<file path="src/rtl/aes_rx_if.sv">
`timescale 1ns/1ps
// Byte-link receive bundle: transmitter-side inputs, FIFO-side status and the
// assembled-block outputs of the AES receive deserializer.
interface aes_rx_if;
    logic         en;
    logic [7:0]   rx;
    logic         shakehand;
    logic         full;
    logic [127:0] data;
    logic         push;
    logic         overflow;
    logic         timeout_err;

    modport master (
        output en, rx, shakehand, full,
        input  data, push, overflow, timeout_err
    );

    modport slave (
        input  en, rx, shakehand, full,
        output data, push, overflow, timeout_err
    );
endinterface

</file>
<file path="src/rtl/aes_rx.sv">
`timescale 1ns/1ps
// AES block receiver: synchronises a toggling byte strobe, collects 16 bytes
// MSB-first into a 128-bit block and hands each block to a downstream FIFO.
module aes_rx #(
    parameter int SYNC_STAGES = 2,
    parameter int TIMEOUT     = 64
) (
    input  logic    clk,
    input  logic    rst_n,
    aes_rx_if.slave bus
);
    // Each sync stage carries {shakehand, rx} so both paths see identical delay.
    localparam int         CW        = 9;
    localparam int         TOP       = (SYNC_STAGES + 1) * CW - 1;
    localparam logic [7:0] IDLE_LAST = 8'(TIMEOUT - 1);

    logic [SYNC_STAGES*CW-1:0] chain_r;
    logic [TOP:0]              chain_ext_s;
    logic                      sh_s;
    logic [7:0]                rx_s;
    logic                      sh_p_r;
    logic                      edge_s;

    logic [119:0] shift_r;
    logic [3:0]   index_r;
    logic [7:0]   idle_r;
    logic [127:0] data_r;
    logic         push_r;
    logic         overflow_r;
    logic         timeout_r;

    assign chain_ext_s = {chain_r, bus.shakehand, bus.rx};
    assign sh_s        = chain_ext_s[TOP];
    assign rx_s        = chain_ext_s[TOP-1 -: 8];
    assign edge_s      = sh_s ^ sh_p_r;

    // Input synchroniser; strobe resets to the link idle level.
    always_ff @(posedge clk or negedge rst_n) begin
        if (!rst_n) begin
            chain_r <= {SYNC_STAGES{9'h100}};
            sh_p_r  <= 1'b1;
        end else begin
            chain_r <= chain_ext_s[SYNC_STAGES*CW-1:0];
            sh_p_r  <= sh_s;
        end
    end

    // Byte assembly, idle timeout and registered FIFO-side pulses.
    always_ff @(posedge clk or negedge rst_n) begin
        if (!rst_n) begin
            shift_r    <= 120'd0;
            index_r    <= 4'd0;
            idle_r     <= 8'd0;
            data_r     <= 128'd0;
            push_r     <= 1'b0;
            overflow_r <= 1'b0;
            timeout_r  <= 1'b0;
        end else begin
            push_r     <= 1'b0;
            overflow_r <= 1'b0;
            timeout_r  <= 1'b0;
            if (!bus.en) begin
                index_r <= 4'd0;
                idle_r  <= 8'd0;
            end else if (edge_s) begin
                // A strobe edge always wins over an expiring idle count.
                shift_r <= {shift_r[111:0], rx_s};
                index_r <= index_r + 4'd1;
                idle_r  <= 8'd0;
                if (index_r == 4'd15) begin
                    if (bus.full) begin
                        overflow_r <= 1'b1;
                    end else begin
                        push_r <= 1'b1;
                        data_r <= {shift_r, rx_s};
                    end
                end
            end else if (index_r != 4'd0) begin
                if (idle_r == IDLE_LAST) begin
                    index_r   <= 4'd0;
                    idle_r    <= 8'd0;
                    timeout_r <= 1'b1;
                end else begin
                    idle_r <= idle_r + 8'd1;
                end
            end else begin
                idle_r <= 8'd0;
            end
        end
    end

    assign bus.data        = data_r;
    assign bus.push        = push_r;
    assign bus.overflow    = overflow_r;
    assign bus.timeout_err = timeout_r;
endmodule

</file>
<file path="src/flat_wrapper.sv">
// flat-port wrapper written by rule: the top's interface ports become plain ports
module aes_rx_flat 
#(
    parameter int SYNC_STAGES = 2,
    parameter int TIMEOUT     = 64
)
  (clk, rst_n, bus_en, bus_rx, bus_shakehand, bus_full, bus_data, bus_push, bus_overflow, bus_timeout_err);
  aes_rx_if bus_i ();
  input  logic clk;
  input  logic rst_n;
  input wire logic [$bits(bus_i.en)-1:0] bus_en;
  input wire logic [$bits(bus_i.rx)-1:0] bus_rx;
  input wire logic [$bits(bus_i.shakehand)-1:0] bus_shakehand;
  input wire logic [$bits(bus_i.full)-1:0] bus_full;
  output wire logic [$bits(bus_i.data)-1:0] bus_data;
  output wire logic [$bits(bus_i.push)-1:0] bus_push;
  output wire logic [$bits(bus_i.overflow)-1:0] bus_overflow;
  output wire logic [$bits(bus_i.timeout_err)-1:0] bus_timeout_err;
  assign bus_i.en = bus_en;
  assign bus_i.rx = bus_rx;
  assign bus_i.shakehand = bus_shakehand;
  assign bus_i.full = bus_full;
  assign bus_data = bus_i.data;
  assign bus_push = bus_i.push;
  assign bus_overflow = bus_i.overflow;
  assign bus_timeout_err = bus_i.timeout_err;
  aes_rx #(.SYNC_STAGES(SYNC_STAGES), .TIMEOUT(TIMEOUT)) u_core (.clk(clk), .rst_n(rst_n), .bus(bus_i));
endmodule
</file>
<file path="config.mk">
export PLATFORM = sky130hd
export DESIGN_NAME = aes_rx_flat
export DESIGN_NICKNAME = d
export VERILOG_FILES = /design/src/rtl/aes_rx_if.sv /design/src/rtl/aes_rx.sv /design/src/flat_wrapper.sv
export SDC_FILE = /design/constraint.sdc
export NUM_CORES = 1
export LEC_CHECK = 0
export BUFFER_PORTS_ARGS = -buffer_cell sky130_fd_sc_hd__buf_2
export CAP_MARGIN = 15
export CORE_MARGIN = 4
export CORE_UTILIZATION = 31
export DETAILED_ROUTE_END_ITERATION = 8
export SLEW_MARGIN = 20
export SYNTH_ARGS = -nofsm -noshare
export SYNTH_HDL_FRONTEND = slang
export SYNTH_SLANG_ARGS = --single-unit
</file>
<file path="constraint.sdc">
create_clock -name clk -period 2 [get_ports clk]
set_clock_uncertainty 0.15 [all_clocks]
set_input_delay 0 -clock clk [delete_from_list [all_inputs] [get_ports clk]]
set_output_delay 0 -clock clk [all_outputs]
set_load 0.02 [all_outputs]
</file>
==> run summary <==
STATUS
--------------------------------------------------------------------------------
Status                                                                 completed

SYNTH
--------------------------------------------------------------------------------
Synth warnings                                                                 0
Most instantiated flip-flop cell in the synthesis netlist                dfrtp_1
Most common library cells after synthesis                           279 x dfrtp_1, 248 x mux2_2, 15 x buf_2, 11 x buf_6, 9 x nand3_1
Share of the yosys chip area belonging to registers                       67.57%
Syn_nets                                                                     632
Flip-flop and latch count after synthesis                                    282
Post-synth design cell area                                          10450 sq um
Share of async-settable or async-resettable flops after synthesis         100.0%
Post-synth EDFFs                                                               0
Post-synth cell types                                                         29
Mean instance size in the synthesized netlist                        16.96 sq um
Post-synthesis cell type with the largest combined area                  dfrtp_1
Mapped Cells                                                                 616
Post-synth top area share                                                 66.82%
Most used standard cell by instance count after synthesis                dfrtp_1
Largest cells by area after synthesis                               dfrtp_1 67%, mux2_2 27%, buf_6 1.2%

TIMING
--------------------------------------------------------------------------------
Share of the clock period used by the worst path after layout             97.40%
Worst slew pin tran                                                     469.6 ps
Worst slew margin                                                         68.69%
Unrepaired setup endpoints after global routing                              yes
Final critical path time including I/O delays and setup                  1948 ps
Fin. max-slew vios                                                             0
Post-layout worst setup margin                                          52.06 ps
Top achievable clock speed                                             513.4 MHz
Final setup violation count                                                    0
Fin. Hold Viols                                                                0

FLOORPLAN
--------------------------------------------------------------------------------
Floorplan core area                                                  32870 sq um
Io pins                                                                      144
Total Die Area                                                       36710 sq um
Number of placement rows                                                      66
Die extent in x                                                         191.6 um
Die height                                                              191.6 um
Initial Util                                                              31.79%

POWER AND IR DROP
--------------------------------------------------------------------------------
Post-route total power                                                  14.48 mW
Leakage                                                                 6.606 nW
Power density relative to cell area                                 1105 nW/um^2
Peak supply drop                                                       0.7735 mV

PLACE
--------------------------------------------------------------------------------
Number of placed instances with taps included                               1199
Worst Setup Slack post-DPL                                              14.40 ps
Detailed Place HPWL                                                     13.88 mm
Final weighted congestion in routability-driven placement                 0.7063
# port buffers                                                               143

WORST SETUP PATH
--------------------------------------------------------------------------------
Critical path arrival                                                    2220 ps
Capture point of the worst path                                     u_core.bus.data[55]
Critical path launch point type                                         register
Reg-to-Reg Start                                                    u_core.sh_p_r
Worst setup path start                                              u_core.sh_p_r
Worst reg2reg endpoint                                              u_core.bus.data[55]
Critical path type                                                    reg -> reg
CP Capture Type                                                         register
Peak fanout along the critical path                                           18
Logic depth of the worst register-to-register path                             5
Register-to-register path setup slack                                      50 ps
Required @ worst endpoint                                                2270 ps

CTS
--------------------------------------------------------------------------------
# clock sinks                                                                282
CTS max path bufs                                                              3
Clock Pin Slew Worst Setup and Hold Paths                                  60 ps
Clock root buffer                                                      clkbuf_16
Number of buffers created by CTS                                              30
Clock latency on the worst-skew pair                                      540 ps
TritonCTS clock tree                                                       built
H-Tree Depth                                                                   1

FINAL LAYOUT
--------------------------------------------------------------------------------
Fill cell total of the finished layout                                      3123
Area delta synth->final                                                   25.45%
Diode insertion count for antenna repair                                       0
Number of standard cells in the layout, taps in and fillers out             1279
Proportion of layout cells with a drive suffix above 1                    56.99%
Net count of the finished layout                                             832

DRT
--------------------------------------------------------------------------------
Final routed wirelength across all metal layers                         20.88 mm
DR WL/cell                                                              16.33 um
DRT iter0 DRCs                                                               128
Vias after detailed routing                                                 5694
Via-to-Cell Ratio                                                          4.452
Detailed-routing iteration count for the pre-antenna-repair pass               4
Number of remaining DRC errors                                                 0
Remaining antenna violation count after routing                                0

GLOBAL ROUTE
--------------------------------------------------------------------------------
Wire length of the first global-routing pass                            33.68 mm
Largest net degree at the start of global routing                             66
Global routing usage summed across all routing layers                     11.37%
Initial antenna violation count                                                0
Residual overflow from global routing                                          0
Number of global-route vias before repair                                   5939

JOB
--------------------------------------------------------------------------------
Maxcap violations                                                              0

WORST HOLD PATH
--------------------------------------------------------------------------------
Type of the worst min-delay path                                       in -> reg

-- final cells by class --
type	instances	area [sq um]	area share, %
Tap cell	442	553.0	4.219
Multi-Input combinational cell	298	3164	24.14
Timing Repair Buffer	197	1349	10.29
Sequential cell	282	7061	53.87
Inverter	7	26.28	0.2005
Clock buffer	43	870.8	6.644
Clock inverter	10	83.83	0.6396
-- layer usage --
layer  wire length (um)  vias to the layer above  track usage (%)
met3               1516                       38            3.453
met2               9609                      150            17.87
met5                  0                        -                0
met1               9299                     2915            15.56
li1                   -                     2591                -
met4                458                        0            2.735
-- sequential cells by signal (all words and copies together), names as in the netlist --
| register | flops |
|---|---|
| u_core.bus.data | 128 |
| u_core.bus.push | 1 |
| u_core.bus.overflow | 1 |
| u_core.shift_r | 120 |
| u_core.index_r | 4 |
| u_core.chain_r | 18 |
| u_core.idle_r | 8 |
| u_core.sh_p_r | 1 |
| u_core.bus.timeout_err | 1 |
-- repair_timing --
item | 4_1_cts | 5_1_grt
endpoints found under the setup margin | 0 | 107
endpoints found under the hold margin | 311 | 0
setup buffers | 0 | 5
hold buffers | 22 | 0
gates resized for setup | 0 | 2
-- per-stage QoR --
step	util, %	instance area [sq um]	hold WS (ps)	TNS, ps
floorplan	-	10450	-445.6	0
global placement	36.15	11880	-172.3	0
detailed placement	36.15	11880	-169.9	0
CTS	39.73	13060	104.1	0
global route	39.88	13110	139.7	-355.6
finish	39.88	13110	130.5	0
-- worst min-delay path by stage --
stage,end,slack [ps],depth (start not counted),from
2_1_floorplan,u_core.bus.data[0],-450,0,rst_n
3_3_place_gp,u_core.shift_r[62],-170,1,rst_n
3_5_place_dp,u_core.shift_r[62],-170,1,rst_n
4_1_cts,u_core.bus.overflow,100,4,bus_full
5_1_grt,u_core.bus.overflow,140,4,bus_full
6_report,u_core.bus.overflow,130,4,bus_full
-- cells in the final DEF, fill, tap and decap left out, types with 2 or more instances in the layout --
master	n
dlygate4sd3_1	22
a211oi_1	2
o2111ai_1	2
buf_12	13
clkbuf_8	5
clkinv_2	6
clkbuf_1	7
nor3_1	4
buf_4	19
nand4_1	2
nand3_1	8
or3_1	2
clkbuf_16	31
clkinvlp_4	2
dfstp_2	3
xnor2_1	2
a21oi_1	2
buf_2	142
mux2_2	248
ha_1	3
o21ai_0	3
nor2_1	5
nand4b_1	2
dfrtp_1	279
inv_1	7
or4_1	2
-- worst max-delay path, cell delays in order, from the launching register on --
cell,delay (ps)
dfstp_2,550
xnor2_2,90
nor4_4,290
buf_12,210
buf_12,170
mux2_2,340
-- power by group --
part	internal, mW	switching [mW]	leakage, nW
clock network	3.14	2.23	0.468
registers	6.81	0.875	3.70
logic	0.961	0.472	2.43
total	10.9	3.57	6.61
-- kinds of logic after synthesis --
family,synth area share (%)
buffers and inverters,2.335
xor gates and xnor gates,0.4911
and+or+nand+nor,1.736
adders and majority gates,0.3593
AOI/OAI and AO/OA,0.7784
muxes,26.73
DFF,67.57
(Power assumes the default switching activity.)
